## src/rtl/traffic_ctrl_param.sv

```systemverilog
// Two-road intersection controller driven by a 1 Hz tick strobe.
// Main/side phases with all-red clearance, gap-out, ped latch, night flash and BCD countdown.
module traffic_ctrl_param #(
    parameter int MAIN_MIN_T = 60,
    parameter int SIDE_MAX_T = 30,
    parameter int YELLOW_T   = 3,
    parameter int ALL_RED_T  = 2
) (
    input  logic       clk,
    input  logic       rst,
    input  logic       tick,
    input  logic       is_car,
    input  logic       ped_req,
    input  logic       night,
    output logic [5:0] LEDR,
    output logic [3:0] num1,
    output logic [3:0] num0,
    output logic [2:0] state_o
);

    typedef enum logic [2:0] {
        MG  = 3'd0,
        MY  = 3'd1,
        ARA = 3'd2,
        SG  = 3'd3,
        SY  = 3'd4,
        ARB = 3'd5,
        FL  = 3'd6
    } state_t;

    localparam logic [6:0] MAIN_L = 7'(MAIN_MIN_T);
    localparam logic [6:0] SIDE_L = 7'(SIDE_MAX_T);
    localparam logic [6:0] YEL_L  = 7'(YELLOW_T);
    localparam logic [6:0] RED_L  = 7'(ALL_RED_T);

    state_t     state, state_n;
    logic [6:0] rem, rem_n;
    logic       ped, ped_n;
    logic       phase, phase_n;

    function automatic logic [5:0] lamps(state_t s, logic ph);
        logic [5:0] l;
        l = 6'b100100;
        unique case (s)
            MG:      l = 6'b010100;
            MY:      l = 6'b001100;
            SG:      l = 6'b100010;
            SY:      l = 6'b100001;
            FL:      l = ph ? 6'b001001 : 6'b000000;
            default: l = 6'b100100;
        endcase
        return l;
    endfunction

    function automatic logic [3:0] tens(logic [6:0] r);
        return 4'(r / 7'd10);
    endfunction

    function automatic logic [3:0] ones(logic [6:0] r);
        return 4'(r % 7'd10);
    endfunction

    always_comb begin
        state_n = state;
        rem_n   = rem;
        phase_n = phase;
        if (tick) begin
            unique case (state)
                MG: begin
                    // night overrides the minimum green
                    if (night || (rem == 7'd0 && (is_car || ped))) begin
                        state_n = MY;
                        rem_n   = YEL_L;
                    end else if (rem != 7'd0) begin
                        rem_n = rem - 7'd1;
                    end
                end
                MY: begin
                    if (rem <= 7'd1) begin
                        state_n = ARA;
                        rem_n   = RED_L;
                    end else begin
                        rem_n = rem - 7'd1;
                    end
                end
                ARA: begin
                    if (rem <= 7'd1) begin
                        state_n = night ? FL : SG;
                        rem_n   = night ? 7'd0 : SIDE_L;
                    end else begin
                        rem_n = rem - 7'd1;
                    end
                end
                SG: begin
                    if (rem <= 7'd1 || !is_car) begin
                        state_n = SY;
                        rem_n   = YEL_L;
                    end else begin
                        rem_n = rem - 7'd1;
                    end
                end
                SY: begin
                    if (rem <= 7'd1) begin
                        state_n = ARB;
                        rem_n   = RED_L;
                    end else begin
                        rem_n = rem - 7'd1;
                    end
                end
                ARB: begin
                    if (rem <= 7'd1) begin
                        state_n = MG;
                        rem_n   = MAIN_L;
                    end else begin
                        rem_n = rem - 7'd1;
                    end
                end
                FL: begin
                    if (!night) begin
                        state_n = ARB;
                        rem_n   = RED_L;
                        phase_n = 1'b0;
                    end else begin
                        phase_n = ~phase;
                    end
                end
                default: begin
                    state_n = MG;
                    rem_n   = MAIN_L;
                    phase_n = 1'b0;
                end
            endcase
        end
        // clearing on side-green entry beats a coincident request
        ped_n = ped | ped_req;
        if (state_n == SG && state != SG) ped_n = 1'b0;
    end

    always_ff @(posedge clk) begin
        if (rst) begin
            state <= MG;
            rem   <= MAIN_L;
            ped   <= 1'b0;
            phase <= 1'b0;
            LEDR  <= 6'b010100;
            num1  <= tens(MAIN_L);
            num0  <= ones(MAIN_L);
        end else begin
            state <= state_n;
            rem   <= rem_n;
            ped   <= ped_n;
            phase <= phase_n;
            LEDR  <= lamps(state_n, phase_n);
            num1  <= tens(rem_n);
            num0  <= ones(rem_n);
        end
    end

    assign state_o = state;

endmodule

```

## config.mk

```make
export PLATFORM = sky130hd
export DESIGN_NAME = traffic_ctrl_param
export DESIGN_NICKNAME = d
export VERILOG_FILES = /design/src/rtl/traffic_ctrl_param.sv
export SDC_FILE = /design/constraint.sdc
export NUM_CORES = 1
export LEC_CHECK = 0
export ABC_AREA = 1
export CAP_MARGIN = 40
export CORE_MARGIN = 3
export CORE_UTILIZATION = 40
export CTS_BUF_LIST = sky130_fd_sc_hd__clkbuf_4
export CTS_CLUSTER_DIAMETER = 150
export DETAILED_ROUTE_END_ITERATION = 8
export GPL_TIMING_DRIVEN = 0
export PLACE_DENSITY = 0.64
export SYNTH_ARGS = -nofsm -noshare
export SYNTH_HDL_FRONTEND = slang
export SYNTH_SLANG_ARGS = --single-unit
```

## constraint.sdc

```tcl
create_clock -name clk -period 3.3 [get_ports clk]
set_input_delay 0.495 -clock clk [delete_from_list [all_inputs] [get_ports clk]]
set_output_delay 0.495 -clock clk [all_outputs]
set_load 0.02 [all_outputs]
```

Word level (Yosys, flattened, before mapping):

Index checks and enable logic that the tools add are counted.

* output and inout bits: 17
* flip-flop bits (word level): 26
* bits of input ports: 6
* logic and storage cells: 62

* reduce and logical (&&, ||, !) cells: 13
* bitwise gates (word level): 2
* mux-type cells: 25
* $lt $le $gt $ge: 1
* add/subtract/negate cells: 1
* div/mod/pow operators: 2
* eq/ne operators: 11

Operators with widths (count)
* 7-bit two-way mux: 8
* 7-bit one-hot mux with 6 select lines: 1
* 6-bit one-hot mux with 5 select lines: 1
* 3-bit two-way mux: 9
* 3-bit one-hot mux with 7 select lines: 1
* 3-bit == test (second input constant): 5
* 3-bit by 2-bit == test with 1-bit output (second input constant): 3
* 7-bit by 4-bit divider with 7-bit output (second input constant): 1
* 7-bit by 1-bit less-or-equal comparator with 1-bit output (second input constant): 1
* 7-bit zero test: 1
* 7-bit by 4-bit remainder unit with 7-bit output (second input constant): 1
* 7-bit nonzero test: 1
* 7-bit by 1-bit subtractor with 7-bit output (second input constant): 1
* 3-bit by 1-bit == test with 1-bit output (second input constant): 2
* 3-bit zero test: 2
* 6-bit OR reduction: 1
* 5-bit two-way mux: 1
* 4-bit two-way mux: 1
* 2-bit OR reduction: 2
* 1-bit logical OR: 3
* 3-bit by 2-bit != test with 1-bit output (second input constant): 1
* 1-bit logical AND: 2
* 1-bit two-way mux: 2
* 1-bit one-hot mux with 2 select lines: 1
* other kinds (3): 3

Logic depth before layout (Yosys ltp):

Gate-level depths: netlist of the first run.

* depth in word-level cells: 9
* mapped depth: 32
* mapped depth without buffers: 32

Worst setup path after synthesis of the first run:

No wires, ideal clock.

* kind: register to register
* from: reg num0[0] (netlist name)
* to: reg num0[2]
* data arrival time: 2755 ps
* library setup time: 113 ps
* period minus slack after synthesis: 2868 ps
* slack: 432 ps
* path buffers: 0
* cell stages (with the launch flop): 32
* cells stage by stage: dfxtp_1 -> inv_1 -> ha_1 -> nand2_1 -> nor2_1 -> nand2_1 -> nand2_1 -> nor2_2 -> inv_1 -> nand3_1 -> nand2_1 -> nand2_1 -> nand2_1 -> nand2_1 -> inv_1 -> a21oi_2 -> nand2_2 -> nand2_2 -> nand2_2 -> nand3_2 -> nand2_2 -> nand2_2 -> nand2_1 -> nand2_1 -> inv_2 -> ha_1 -> inv_1 -> nand3_2 -> nand2_2 -> nor2_4 -> nor2_1 -> nor2_1

RTL lines
* to (signal assigned): line 147 `num0 <= ones(MAIN_L);`
* to (signal assigned): line 155 `num0 <= ones(rem_n);`
* to (decl): line 17 `output logic [3:0] num0,`

Worst setup path in the final report of the first run:

* from: reg rem[3]
* to: reg num0[2]

* cells in the longest elaborated chain, start to end: 7
* elaborated cells on any way between the ends: 17
* those cells by class: 1 x add/sub; 1 x div; 1 x order compare; 9 x mux; 5 x reduce/logical

Ends and longest elaborated chain
* from (decl): line 37 `logic [6:0] rem, rem_n;`
* from (signal assigned): line 150 `rem <= rem_n;`
* parallel branches: the longest is 5 deep, another holds 7-bit by 1-bit subtractor with 7-bit output
* 7-bit two-way mux *: line 67 `if (tick) begin`
* 7-bit by 4-bit remainder unit with 7-bit output *: line 60 `return 4'(r % 7'd10);`

Mark *: on every way between the ends.
A chain may end at the register's enable or synchronous reset.

==> results.yml, run 1 <==
floorplan:
  rows: 24
  die_h_um: 73.95
  initial_utilization_pct: 41.84
  die_x_um: 73.95
  die_area_mm2: 0.005468
  pin_count: 23
  coreArea_mm2: 0.004414
logic_synthesis:
  syn_area_mm2: 0.001847
  syn-instance-count: 304
  synth_edf_count: 0
  synth.distinct_cells: 35
  synthesis.nets: 313
  avgSynthCellArea_um2: 6.075
  ys_seq_elements: 25
  synth_area_leader_cell: "dfxtp_1"
  ys_warn_count: 0
  seq_area_frac_synth_pct: 27.10
  synth_top_area_share_pct: 27.10
  yosysMostFrequentCell: "nand2_1"
  yosys-top-cells-area: "dfxtp_1, nand2_1, nand3_1, nor2_1, inv_1"
  async_flop_share_pct: 0
  yosys-top-cells-count: "nand2_1, nor2_1, inv_1"
  dominantRegCellSynth: "dfxtp_1"
sta:
  hold_ws_ps: 572.3
  setup_viol: 0
  fin_ws_ps: 238.2
  tightest_slew_ps: 656.0
  clock.fmax_mhz: 326.6
  slew_violations: 0
  finalClockSkew_ps: 3.759
  post-route-min-period_ps: 3062
  slew_headroom_pct: 55.81
  fin_crit_sh_pct: 92.78
  fin_tns_setup_ps: 0
  hold_violations: 0
grt:
  gr-total-overflow: 0
  antenna_found_initial: 0
  grt_pass1_vias: 1746
  grtUsageTotal_pct: 18.28
  grt_pass1_wl_mm: 7.948
  grt_max_degree: 15
cells_and_area:
  stdcell_count: 389
  seqCellArea_um2: 516.7
  finalNetCount: 347
  area_growth_pct: 28.52
  multiInputGateArea_mm2: 0.001264
  layout-drive-gt1-share_pct: 27.00
  n_antenna_cell: 0
  fill_cells: 459
routing:
  drtPass1Iterations: 6
  drtIter0Drc: 315
  drc: 0
  routedWlPerCell_um: 12.89
  drt_wl_total_mm: 5.013
  postRouteAntennaNets: 0
  num_vias: 2050
  via_per_inst: 5.270
placement:
  preCtsSetupSlack_ps: -358.5
  dp_cells: 378
  place.gp.congestion: 0.9852
  dp_hpwl_mm: 3.765
  portBuffers: 22
critical_path:
  critical_path_class: "reg2reg"
  worstSetupPathDepth: 30
  cp_max_fo: 8
  worst_setup_path_end_kind: "register"
  crit_top_cell: "nand2_2"
  arrival_ps: 3290
  worstRegToRegCells: 30
  cp.required_ps: 3530
  slowest_delay_ps: 380
  cpMaxStageDelayCell: "dfxtp_2"
  start_kind: "register"
  crit_family: "simple AND/OR/NAND/NOR gates"
  crit_buf_inv: 4
pwr:
  p_per_area_mw_per_mm2: 360.3
  ir_drop_v: 0.0003321
  power.leakage_uw: 0.001103
cts:
  hold_buffers: 0
  h-tree-depth: 1
  clockBufferDepth: 2
  clk_latency_ps: 320
  cts_root_buffer: "clkbuf_4"
  cts_tree: "done"
  clkTransAtPathRegs_ps: 130
  numCtsBuffers: 3
  cts.sinks: 25
hold_path:
  holdPathStages: 2
  hold_class: "reg2reg"
outcome:
  status: "completed"
run:
  maxCapViolCount: 0
## placed cells by master, fill, tap and decap left out, types with 3 or more instances in the layout
cell	Yosys	final
nand3_2	6	9
nand2_2	12	15
nor2_4	1	5
dfxtp_4	0	3
nor3_1	3	3
ha_4	0	3
dfxtp_1	25	18
o21ai_1	6	5
nand2_1	79	72
nand2_4	0	4
buf_4	1	8
inv_2	17	21
nand3_1	28	25
a21oi_1	9	8
clkbuf_4	0	3
inv_1	33	27
clkdlybuf4s50_1	0	20
dfxtp_2	0	4
o21ai_2	3	3
nor2_1	35	31
nor2_2	5	5
nand4_1	5	5
o21ai_0	12	12
o221ai_1	3	3
## metrics by stage
step	utilization (%)	total power, uW	cell area (um2)
after detailed placement	48.30	681.8	2132
after global routing	53.77	920.1	2374
after floorplan	-	587.3	1847
after global placement	48.30	679.4	2132
final	53.77	855.3	2374
after CTS	49.29	825.2	2176
## final timing paths
kind	start	endpoint	slack (ps)
worst max register to register	rem[3]	num0[2]	240
worst min-delay path	ped	ped	570
worst min register to register	ped	ped	570
worst max-delay path	rem[3]	num0[2]	240
## metal layers
metal / global-route usage, % / part of all wire, % / vias to the layer above
met5: 0 / 0 / -
met2: 27.85 / 45 / 87
met1: 26.57 / 46 / 901
li1: - / - / 1052
met3: 2.027 / 6.4 / 10
met4: 6.640 / 2.4 / 0
## cell families after synthesis
group | count (synthesis) | synth area share, %
fa+ha+maj | 3 | 2.033
flops | 25 | 27.10
simple gates | 175 | 43.22
xor+xnor | 2 | 0.9487
buf+inv | 55 | 11.79
compound gates | 44 | 14.91
## area by class of cell
class,count,share of cell area (%)
Clock buffer,3,0.9489
Tap cell,52,2.741
Inverter,51,8.276
Sequential cell,25,21.77
Timing Repair Buffer,29,11.70
Multi-Input combinational cell,224,53.24
Clock inverter,1,0.2109
Buffer,4,1.107
## worst reg2reg max path: cells and delay by family (launching register included)
kind / cells / cell delay [ps]
adder cells (fa/ha/maj): 1 / 150
AND/OR/NAND/NOR: 25 / 2110
flip-flops: 1 / 380
buffers and inverters: 4 / 310
## sequential cells by signal, indices dropped and copies added, names as in the netlist
signal and cells:
state_o 3, LEDR 6, ped 1, num0 4, num1 4, rem 6
phase 1
## where the power goes
group | internal, uW | total [uW] | switching [uW]
Sequential | 332 | 353 | 21.2
Clock | 45.4 | 136 | 90.8
Combinational | 146 | 366 | 220
## timing repair
action,CTS,global route
buffers inserted,0,7
hold endpoints to repair,0,0
resized for setup,4,47
endpoints found under the setup margin,3,4
gates cloned,0,0
pin swaps,0,21
No activity file was read; power rests on OpenSTA's default activity.
==> inputs of run 2 (changes only) <==
--- a/config.mk
+++ b/config.mk
@@ -14,6 +14,7 @@
 export DETAILED_ROUTE_END_ITERATION = 8
 export GPL_TIMING_DRIVEN = 0
 export PLACE_DENSITY = 0.64
+export REMOVE_ABC_BUFFERS = 1
 export SYNTH_ARGS = -nofsm -noshare
 export SYNTH_HDL_FRONTEND = slang
 export SYNTH_SLANG_ARGS = --single-unit
==> results.yml, run 2 (same netlist as run 1, synthesis figures left out) <==
sta:
  hold_violations: 0
  setup_viol: 0
  finalClockSkew_ps: 3.731
  clock.fmax_mhz: 323.6
  post-route-min-period_ps: 3090
  slew_headroom_pct: 59.00
  slew_violations: 0
  fin_crit_sh_pct: 93.64
  tightest_slew_ps: 613.9
  hold_ws_ps: 576.1
  fin_ws_ps: 209.9
cells_and_area:
  final_common_cell: "nand2_1"
  final_cell_mix: "nand2_1, nor2_1, inv_1, nand3_1, inv_2"
  n_antenna_cell: 0
  layout-drive-gt1-share_pct: 31.10
  seqCellArea_um2: 519.2
  multiInputGateArea_mm2: 0.001313
  area_growth_pct: 34.21
  reg.largest.list: "LEDR: 6 flops, rem: 6 flops"
  fill_cells: 433
  stdcell_count: 396
  finalNetCount: 354
run:
  maxCapViolCount: 0
routing:
  routedWlPerCell_um: 12.82
  drt_wl_total_mm: 5.076
  via_per_inst: 5.192
  drtIter0Drc: 178
  drtPass1Iterations: 5
  drc: 0
  num_vias: 2056
  postRouteAntennaNets: 0
cts:
  cts.sinks: 25
  clk_latency_ps: 310
  h-tree-depth: 1
  numCtsBuffers: 3
  cts_tree: "done"
  clockBufferDepth: 2
  clkTransAtPathRegs_ps: 130
  cts_root_buffer: "clkbuf_4"
grt:
  gr-total-overflow: 0
  grtUsageTotal_pct: 18.35
  grt_max_degree: 17
  grt_pass1_vias: 1743
  antenna_found_initial: 0
  grt_pass1_wl_mm: 7.976
floorplan:
  initial_utilization_pct: 41.84
  pin_count: 23
  die_h_um: 73.95
  die_x_um: 73.95
  die_area_mm2: 0.005468
  coreArea_mm2: 0.004414
  rows: 24
critical_path:
  arrival_ps: 3340
  cpMaxStageDelayCell: "dfxtp_2"
  cp_max_fo: 6
  cp.required_ps: 3550
  crit_top_cell: "nand2_2"
  start_kind: "register"
  worst_setup_path_end_kind: "register"
  slowest_delay_ps: 360
  critical_path_class: "reg2reg"
outcome:
  status: "completed"
placement:
  preCtsSetupSlack_ps: -350.8
  portBuffers: 22
  dp_hpwl_mm: 3.794
  place.gp.congestion: 0.8952
  dp_cells: 374
hold_path:
  hold_class: "reg2reg"
pwr:
  power.leakage_uw: 0.001144
  p_per_area_mw_per_mm2: 349.2
  ir_drop_v: 0.0003259
[run 2: changes by cell type in the layout (fill, tap and decap cells not counted), moves of 3 or more]
| cell | change |
|---|---|
| buf_4 | +9 |
| nand2_2 | +3 |
| nor2_1 | -3 |
| nor2_4 | +3 |
[run 2: final cells by class]
type	count	area share (%)
Multi-Input combinational cell	225	52.95
Sequential cell	25	20.95
Timing Repair Buffer	39	14.34
Inverter	51	7.925
Tap cell	52	2.625
Clock buffer	3	0.9086
Clock inverter	1	0.3029
[run 2: routing by layer]
metal	track usage, %	vias up	wire length (um)
met5	0	-	0
met4	4.829	0	105
met3	1.351	8	183
met2	28.25	51	2332
met1	27.59	925	2455
li1	-	1072	-
[run 2: worst max-delay path, delay by kind of cell, from the launching register on]
family / cells / cell delay [ps]
adders and majority gates: 2 / 350
buffers and inverters: 3 / 200
AOI/OAI and AO/OA: 2 / 180
and+or+nand+nor: 22 / 1930
DFF: 1 / 360
[run 2: what timing repair did]
action,CTS,global route
hold endpoints to repair,0,0
gates cloned,0,1
buffers inserted,0,17
hold buffers,0,0
gates resized for setup,6,58
endpoints found under the setup margin,3,4
pin swaps,0,22
[run 2: report_power, final]
group | total [uW] | switching, uW | leakage (uW) | internal [uW]
Sequential | 351 | 20.4 | 0.000208 | 331
Clock | 136 | 89.9 | 0.0000139 | 46.2
Combinational | 378 | 225 | 0.000922 | 154
[run 2: final timing paths]
check	start	endpoint	slack [ps]	depth (start not counted)
worst max register to register	rem[1]	num0[1]	210	29
worst min register to register	ped	ped	580	2
worst max-delay path	rem[1]	num0[1]	210	29
worst min-delay path	ped	ped	580	2
[run 2: stage by stage]
step                setup TNS (ps)  utilization, %  instance area, um2  power (uW)
floorplan                        0               -                1821       583.2
global placement             -1327           47.70                2106       677.7
detailed placement           -1150           47.70                2106       679.1
CTS                              0           48.92                2160       824.5
global route                -19.63           56.15                2479       929.7
finish                           0           56.15                2479       865.5
